## config.mk

```make
export PLATFORM = sky130hd
export DESIGN_NAME = bus_xcvr_reg
export DESIGN_NICKNAME = d
export VERILOG_FILES = /design/src/rtl/bus_xcvr_pkg.sv /design/src/rtl/bus_xcvr_ctrl.sv /design/src/rtl/bus_xcvr_reg.sv
export SDC_FILE = /design/constraint.sdc
export NUM_CORES = 1
export LEC_CHECK = 0
export BUFFER_PORTS_ARGS = -buffer_cell sky130_fd_sc_hd__buf_2
export CORE_ASPECT_RATIO = 1.2
export CORE_MARGIN = 2
export CORE_UTILIZATION = 30
export DETAILED_ROUTE_END_ITERATION = 10
export SKIP_CTS_REPAIR_TIMING = 1
export SLEW_MARGIN = 20
export SYNTH_ARGS = -nofsm -noshare
export SYNTH_HDL_FRONTEND = slang
export SYNTH_SLANG_ARGS = --single-unit
```

## constraint.sdc

```tcl
create_clock -name clk -period 4.02 [get_ports clk]
set_clock_uncertainty 0.2 [all_clocks]
set_input_delay 0.402 -clock clk [delete_from_list [all_inputs] [get_ports clk]]
set_output_delay 0.402 -clock clk [all_outputs]
set_load 0.01 [all_outputs]
```

## src/rtl/bus_xcvr_pkg.sv

```systemverilog
// Shared types for the bus_xcvr_reg registered bidirectional transceiver.
package bus_xcvr_pkg;

  typedef enum logic [1:0] {
    OFF    = 2'd0,
    DRV_AB = 2'd1,
    DRV_BA = 2'd2,
    TURN   = 2'd3
  } xcvr_state_t;

  localparam int TURN_CNT_W = 4;

endpackage

```

## src/rtl/bus_xcvr_ctrl.sv

```systemverilog
// Direction FSM with turnaround guard; drive flags are registered and
// derived from the next state so they never glitch.
//
//   state  | meaning
//   OFF    | nothing driven (oe_n high or after reset)
//   DRV_AB | B side driven from A path
//   DRV_BA | A side driven from B path
//   TURN   | dead cycles between directions, busy high
module bus_xcvr_ctrl
  import bus_xcvr_pkg::*;
#(
  parameter int TURN_CYCLES = 1
) (
  input  logic clk,
  input  logic rst,
  input  logic oe_n,
  input  logic dir,
  output logic a_drive,
  output logic b_drive,
  output logic busy
);

  localparam logic [TURN_CNT_W-1:0] TURN_LOAD =
    (TURN_CYCLES > 0) ? TURN_CNT_W'(TURN_CYCLES - 1) : '0;
  localparam bit NO_TURN = (TURN_CYCLES == 0);

  xcvr_state_t             state_q, state_d;
  logic [TURN_CNT_W-1:0]   cnt_q, cnt_d;

  always_comb begin
    state_d = state_q;
    cnt_d   = cnt_q;
    case (state_q)
      OFF: begin
        if (!oe_n) state_d = dir ? DRV_AB : DRV_BA;
      end
      DRV_AB: begin
        if (oe_n) begin
          state_d = OFF;
        end else if (!dir) begin
          if (NO_TURN) begin
            state_d = DRV_BA;
          end else begin
            state_d = TURN;
            cnt_d   = TURN_LOAD;
          end
        end
      end
      DRV_BA: begin
        if (oe_n) begin
          state_d = OFF;
        end else if (dir) begin
          if (NO_TURN) begin
            state_d = DRV_AB;
          end else begin
            state_d = TURN;
            cnt_d   = TURN_LOAD;
          end
        end
      end
      TURN: begin
        // dir is only looked at when the count expires, so late toggles just pick the winner
        if (oe_n) begin
          state_d = OFF;
        end else if (cnt_q == '0) begin
          state_d = dir ? DRV_AB : DRV_BA;
        end else begin
          cnt_d = cnt_q - TURN_CNT_W'(1);
        end
      end
      default: state_d = OFF;
    endcase
  end

  always_ff @(posedge clk or posedge rst) begin
    if (rst) begin
      state_q <= OFF;
      cnt_q   <= '0;
      a_drive <= 1'b0;
      b_drive <= 1'b0;
      busy    <= 1'b0;
    end else begin
      state_q <= state_d;
      cnt_q   <= cnt_d;
      b_drive <= (state_d == DRV_AB);
      a_drive <= (state_d == DRV_BA);
      busy    <= (state_d == TURN);
    end
  end

endmodule

```

## src/rtl/bus_xcvr_reg.sv

```systemverilog
// Registered bidirectional bus transceiver (74xx646/652 style) with turnaround guard.
// Optional simulation checks enabled by defining BUS_XCVR_ASSERT_EN.
module bus_xcvr_reg
  import bus_xcvr_pkg::*;
#(
  parameter int WIDTH       = 8,
  parameter int TURN_CYCLES = 1
) (
  input  logic             clk,
  input  logic             rst,
  input  logic             oe_n,
  input  logic             dir,
  input  logic             sab,
  input  logic             sba,
  input  logic             cab,
  input  logic             cba,
  input  logic [WIDTH-1:0] a_in,
  input  logic [WIDTH-1:0] b_in,
  output logic [WIDTH-1:0] a_out,
  output logic             a_drive,
  output logic [WIDTH-1:0] b_out,
  output logic             b_drive,
  output logic             busy
);

  logic [WIDTH-1:0] reg_a, reg_b;

  bus_xcvr_ctrl #(
    .TURN_CYCLES (TURN_CYCLES)
  ) u_ctrl (
    .clk     (clk),
    .rst     (rst),
    .oe_n    (oe_n),
    .dir     (dir),
    .a_drive (a_drive),
    .b_drive (b_drive),
    .busy    (busy)
  );

  // Storage registers capture regardless of drive state or oe_n
  always_ff @(posedge clk or posedge rst) begin
    if (rst) begin
      reg_a <= '0;
      reg_b <= '0;
    end else begin
      if (cab) reg_a <= a_in;
      if (cba) reg_b <= b_in;
    end
  end

  assign b_out = b_drive ? (sab ? reg_a : a_in) : '0;
  assign a_out = a_drive ? (sba ? reg_b : b_in) : '0;

`ifdef BUS_XCVR_ASSERT_EN
  if (WIDTH < 1 || WIDTH > 64) begin : g_bad_width
    $fatal(1, "bus_xcvr_reg: WIDTH %0d outside 1..64", WIDTH);
  end
  if (TURN_CYCLES < 0 || TURN_CYCLES > 15) begin : g_bad_turn
    $fatal(1, "bus_xcvr_reg: TURN_CYCLES %0d outside 0..15", TURN_CYCLES);
  end

  always @(posedge clk) begin
    if (!rst) begin
      if (a_drive && b_drive)
        $fatal(1, "bus_xcvr_reg: a_drive and b_drive both active");
      if ($isunknown({oe_n, dir}))
        $fatal(1, "bus_xcvr_reg: oe_n/dir unknown at clock edge");
    end
  end
`endif

endmodule

```

==> flow_summary.json, run 1 <==
{
  "status": "finished, final reports clean",
  "root_buffer": "clkbuf_8",
  "setup.worst_path.end_class": "flop",
  "final.setup.worst_slack_ps": 2180,
  "grt_antenna_before_repair": 0,
  "core_area_um2": 4870,
  "slew_violations": 0,
  "worstMarginPinSlew_ps": 945,
  "drc_errors": 0,
  "yosysUniqueCellTypes": 31,
  "track_usage": 0.110,
  "period_minus_slack_ps": 1840,
  "cts_tree": "done",
  "grt_max_degree": 26,
  "synth_nets": 165,
  "drtIter0Drc": 49,
  "synth_warnings": 0,
  "worstPathArrival_ps": 1850,
  "via_count": 1126,
  "cts_buffers": 3,
  "max-clock-path-buffers": 2,
  "synth_area_um2": 1500,
  "crit_fanout": 6,
  "worstPathRequired_ps": 4020,
  "design_area_um2": 1800,
  "n_fill_cell": 493,
  "worstSetupPathType": "flop to flop",
  "synthTopCellsByArea": "dfrtp_1 42%, mux2i_1 13%, mux2_2 12%",
  "synth_seq_cells": 25,
  "synth.avg_cell_area_um2": 11.0,
  "ant_nets": 0,
  "first_pass_iters": 2,
  "area_delta_synth_final_pct": 20.3,
  "synth_top_cell_by_area": "dfrtp_1",
  "ys_seq_area_frac": 0.418,
  "place_congestion": 0.800,
  "vias_per_cell": 4.77,
  "synth_top_area_share": 0.418,
  "syn_inst": 136,
  "grt-ovfl-total": 0,
  "synth.most_common_cell": "dfrtp_1",
  "vdd_ir_drop_max_v": 0.000230,
  "startpoint_type": "flop",
  "cts.clk_slew.worst_paths_ps": 80,
  "wire_per_inst_um": 11.8,
  "place_area_um2": 1760,
  "slew_headroom": 0.369,
  "synthArstFlopShare": 1.00,
  "hp-class": "primary input to asynchronous set/reset pin",
  "die_x_um": 68.5,
  "initial_core_util": 0.308,
  "portBuffers": 42,
  "timing.final.crit_share": 0.459,
  "synth_edf_count": 0,
  "fin_nets": 206,
  "layoutNonFillerInstCount": 236,
  "rows": 28,
  "synth_commonest_cells": "25 x dfrtp_1, 19 x mux2i_1, 16 x mux2_2, 16 x nor2b_1, 8 x inv_1",
  "diodes": 0,
  "fin_setup_tns_ps": 0,
  "grt_pass1_wl_um": 4660,
  "cts_sinks": 25,
  "placedCellCount": 232,
  "p_per_area_nw_per_um2": 429,
  "drive_gt1_frac": 0.409,
  "pin_count": 43,
  "max_cap_viol_count": 0,
  "fmax_mhz": 542,
  "hpwl_um": 2120,
  "htreeDepth": 1,
  "rsz0062_at_grt": "false",
  "synthFlopType": "dfrtp_1",
  "fp.dieArea_um2": 5580,
  "setup_viol": 0,
  "p_leak_uw": 0.000905,
  "grt_pass1_vias": 1020,
  "wirelength_um": 2790,
  "die_h_um": 81.4,
  "clkLatencyLatePin_ps": 260,
  "dp_slack_ps": 2190,
  "finalHoldViolations": 0
}
## layout make-up
cell class              instances  area, µm²  share of cell area
multi-input cells              97        815               0.452
flip-flops and latches         25        626               0.347
clock buffers                   3       41.3              0.0229
well taps                      60       75.1              0.0417
clock inverters                 1       5.00             0.00278
repair buffers                 42        210               0.117
inverters                       8       30.0              0.0167
## critical path, stage by stage (launching register included)
cell and delay [ps]:
dfrtp_1 460, inv_1 90, ha_1 280, nor3_1 280
a21oi_1 90, o22ai_2 210, inv_1 70, nor2_1 100
## power breakdown
| group | internal (µW) | switching (µW) | leakage, µW |
|---|---|---|---|
| logic | 146 | 163 | 0.000570 |
| registers | 285 | 35.4 | 0.000309 |
| clock network | 69.1 | 74.8 | 0.0000255 |
| total | 499 | 273 | 0.000905 |
## path summary, 6_finish.rpt
path                       depth (start not counted)               from              to  slack (ps)
hold / removal                                     2                rst        reg_a[2]         140
hold reg to reg                                    1           reg_b[1]        reg_b[1]         310
setup reg to reg                                   7  u_ctrl.state_q[0]  u_ctrl.b_drive        2180
setup / recovery                                   7  u_ctrl.state_q[0]  u_ctrl.b_drive        2180
max in group asynchronous                          2                rst        reg_a[7]        2900
min in group clk                                   2            b_in[2]        reg_b[2]         180
## stage by stage
step	total power, µW	utilization	hold slack [ps]
floorplan	545	-	229
global placement	637	0.360	288
detailed placement	639	0.360	296
CTS	788	0.370	167
global route	845	0.370	164
finish	773	0.370	141
## sequential cells by signal (all words and copies together) (netlist names)
name	count
u_ctrl.b_drive	1
u_ctrl.cnt_q	4
u_ctrl.busy	1
reg_a	8
u_ctrl.a_drive	1
u_ctrl.state_q	2
reg_b	8
## routing by layer
layer,share of wire,vias to the layer above,GRT usage
met4,0.019,0,0.0480
met5,0,-,0
li1,-,555,-
met2,0.52,17,0.183
met1,0.44,549,0.141
met3,0.028,5,0.0125
## placed cells by master, fill, tap and decap left out, types with 3 or more instances in the layout
| cell type | count |
|---|---|
| nor3_1 | 3 |
| ha_1 | 5 |
| dfrtp_1 | 25 |
| clkbuf_8 | 3 |
| nor2b_1 | 16 |
| a21oi_1 | 3 |
| nand2_1 | 5 |
| mux2i_1 | 19 |
| buf_2 | 42 |
| inv_1 | 8 |
| o21ai_0 | 3 |
| mux2_2 | 16 |
| nor2_1 | 6 |
## cell families after synthesis
kind of cell	Yosys count	synth area share
multiplexers	35	0.247
AO/OA/AOI/OAI	18	0.0944
AND/OR/NAND/NOR	39	0.160
buffers and inverters	14	0.0384
adder cells (fa/ha/maj)	5	0.0418
flip-flops	25	0.418
No activity file was read; power rests on OpenSTA's default activity.
==> inputs of run 2 (changes only) <==
==> constraint.sdc (replaced) <==
create_clock -name clk -period 1.77 [get_ports clk]
set_clock_uncertainty 0.2 [all_clocks]
set_input_delay 0.177 -clock clk [delete_from_list [all_inputs] [get_ports clk]]
set_output_delay 0.177 -clock clk [all_outputs]
set_load 0.01 [all_outputs]
==> run 2 against run 1 <==
Compared with the run above:
- total power rose by 140%
- maximum frequency rose by 4.9%
- cell area rose by 15%
- clock power rose by 130%
- critical path type unchanged
- combinational power rose to 2.7 times the previous value
- first-iteration DRC count fell by 49%
- sequential cell count did not move
==> flow_summary.json, run 2 (same netlist as run 1, synthesis figures left out) <==
{
  "status": "finished, final reports clean",
  "startpoint_type": "flop",
  "area_delta_synth_final_pct": 38.2,
  "power_uw": 1890,
  "final.setup.worst_slack_ps": 11.9,
  "hpwl_um": 2170,
  "ant_nets": 0,
  "rr_worst_depth": 5,
  "htreeDepth": 1,
  "drtIter0Drc": 25,
  "pin_count": 43,
  "cts_tree": "done",
  "finalHoldViolations": 0,
  "hp-class": "primary input to flop",
  "clkLatencyLatePin_ps": 260,
  "portBuffers": 42,
  "die_x_um": 68.5,
  "place_congestion": 0.789,
  "n_fill_cell": 482,
  "worstPathArrival_ps": 1720,
  "root_buffer": "clkbuf_8",
  "worstSetupPathType": "flop to flop",
  "fmax_mhz": 569,
  "diodes": 0,
  "setup.worst_path.end_class": "flop",
  "fin_setup_tns_ps": 0,
  "grt_max_degree": 26,
  "timing.final.crit_share": 0.993,
  "slew_violations": 0,
  "top_regs": "reg_a x8, reg_b x8, u_ctrl.cnt_q x4",
  "die_h_um": 81.4,
  "cts.clk_slew.worst_paths_ps": 80,
  "crit_fanout": 3,
  "critPathBufInv": 1,
  "vias_per_cell": 4.69,
  "wire_per_inst_um": 12.0,
  "crit_slowest_cell": "or4_4",
  "final_cell_mix": "42 x buf_2, 23 x dfrtp_1, 19 x mux2i_1",
  "wirelength_um": 3100,
  "vdd_ir_drop_max_v": 0.000397,
  "fin_nets": 229,
  "worstPathRequired_ps": 1730,
  "drive_gt1_frac": 0.447,
  "fp.dieArea_um2": 5580,
  "first_pass_iters": 5,
  "core_area_um2": 4870,
  "max_cap_viol_count": 0,
  "track_usage": 0.105,
  "max-clock-path-buffers": 2,
  "slew_headroom": 0.793,
  "grt_pass1_vias": 1025,
  "grt_antenna_before_repair": 0,
  "cts_sinks": 25,
  "crit_cells": 5,
  "rsz0062_at_grt": "true",
  "drc_errors": 0,
  "grt_pass1_wl_um": 4390,
  "layout_commonest_cell": "buf_2",
  "cp_cell_sequence": "buf_4, or4_4, nand2_2, o221ai_2, a22o_1",
  "post-route-util": 0.425,
  "path_delay_family": "simple AND/OR/NAND/NOR gates",
  "grt-ovfl-total": 0,
  "worstHoldPathCells": 2,
  "p_per_area_nw_per_um2": 913,
  "period_minus_slack_ps": 1760,
  "setup_viol": 0,
  "hold_ws_ps": 117,
  "crit_path_max_incr_delay_ps": 530,
  "initial_core_util": 0.308,
  "rows": 28,
  "worstMarginPinSlew_ps": 311,
  "dp_slack_ps": -38.0,
  "p_leak_uw": 0.00100,
  "cts_buffers": 3,
  "via_count": 1216
}
==> run 2: cell count changes in the layout (fill, tap and decap cells not counted), moves of 2 or more <==
cell / delta
dlygate4sd3_1: +17
buf_4: +6
ha_1: -4
inv_1: -3
inv_2: +3
dfrtp_1: -2
dfrtp_2: +2
ha_2: +2
ha_4: +2
==> run 2: path summary, 6_finish.rpt <==
check	startpoint	endpoint	slack, ps
max	u_ctrl.cnt_q[0]	u_ctrl.cnt_q[3]	10
min	cab	reg_a[4]	120
max reg2reg	u_ctrl.cnt_q[0]	u_ctrl.cnt_q[3]	10
min reg2reg	reg_b[7]	reg_b[7]	310
max in group asynchronous	rst	u_ctrl.state_q[1]	800
min in group asynchronous	rst	reg_a[2]	300
==> run 2: layout make-up <==
| class | instances | area [µm²] | area share |
|---|---|---|---|
| Multi-Input combinational cell | 97 | 866 | 0.418 |
| Tap cell | 60 | 75.1 | 0.0363 |
| Clock buffer | 4 | 45.0 | 0.0218 |
| Inverter | 8 | 30.0 | 0.0145 |
| Sequential cell | 25 | 628 | 0.304 |
| Timing Repair Buffer | 65 | 425 | 0.206 |
==> run 2: metrics by stage <==
stage	std cells	instance area (µm²)
floorplan	136	1500
global placement	234	1770
detailed placement	234	1770
CTS	238	1820
global route	259	2070
finish	259	2070
==> run 2: worst reg2reg max path: cells and delay by family (launching register included) <==
family | cells | cell delay (ps)
buffers and inverters | 1 | 140
flip-flops | 1 | 410
AO/OA/AOI/OAI | 2 | 290
AND/OR/NAND/NOR | 2 | 620
==> run 2: metal layers <==
layer | global-route usage | share of wire
met5 | 0 | 0
met4 | 0.0540 | 0.020
met3 | 0.0125 | 0.021
met2 | 0.188 | 0.55
met1 | 0.120 | 0.41
==> run 2: where the power goes <==
group	internal (µW)	switching, µW	leakage (µW)
clock	161	168	0.0000228
combinational	413	414	0.000671
sequential	650	83.4	0.000306
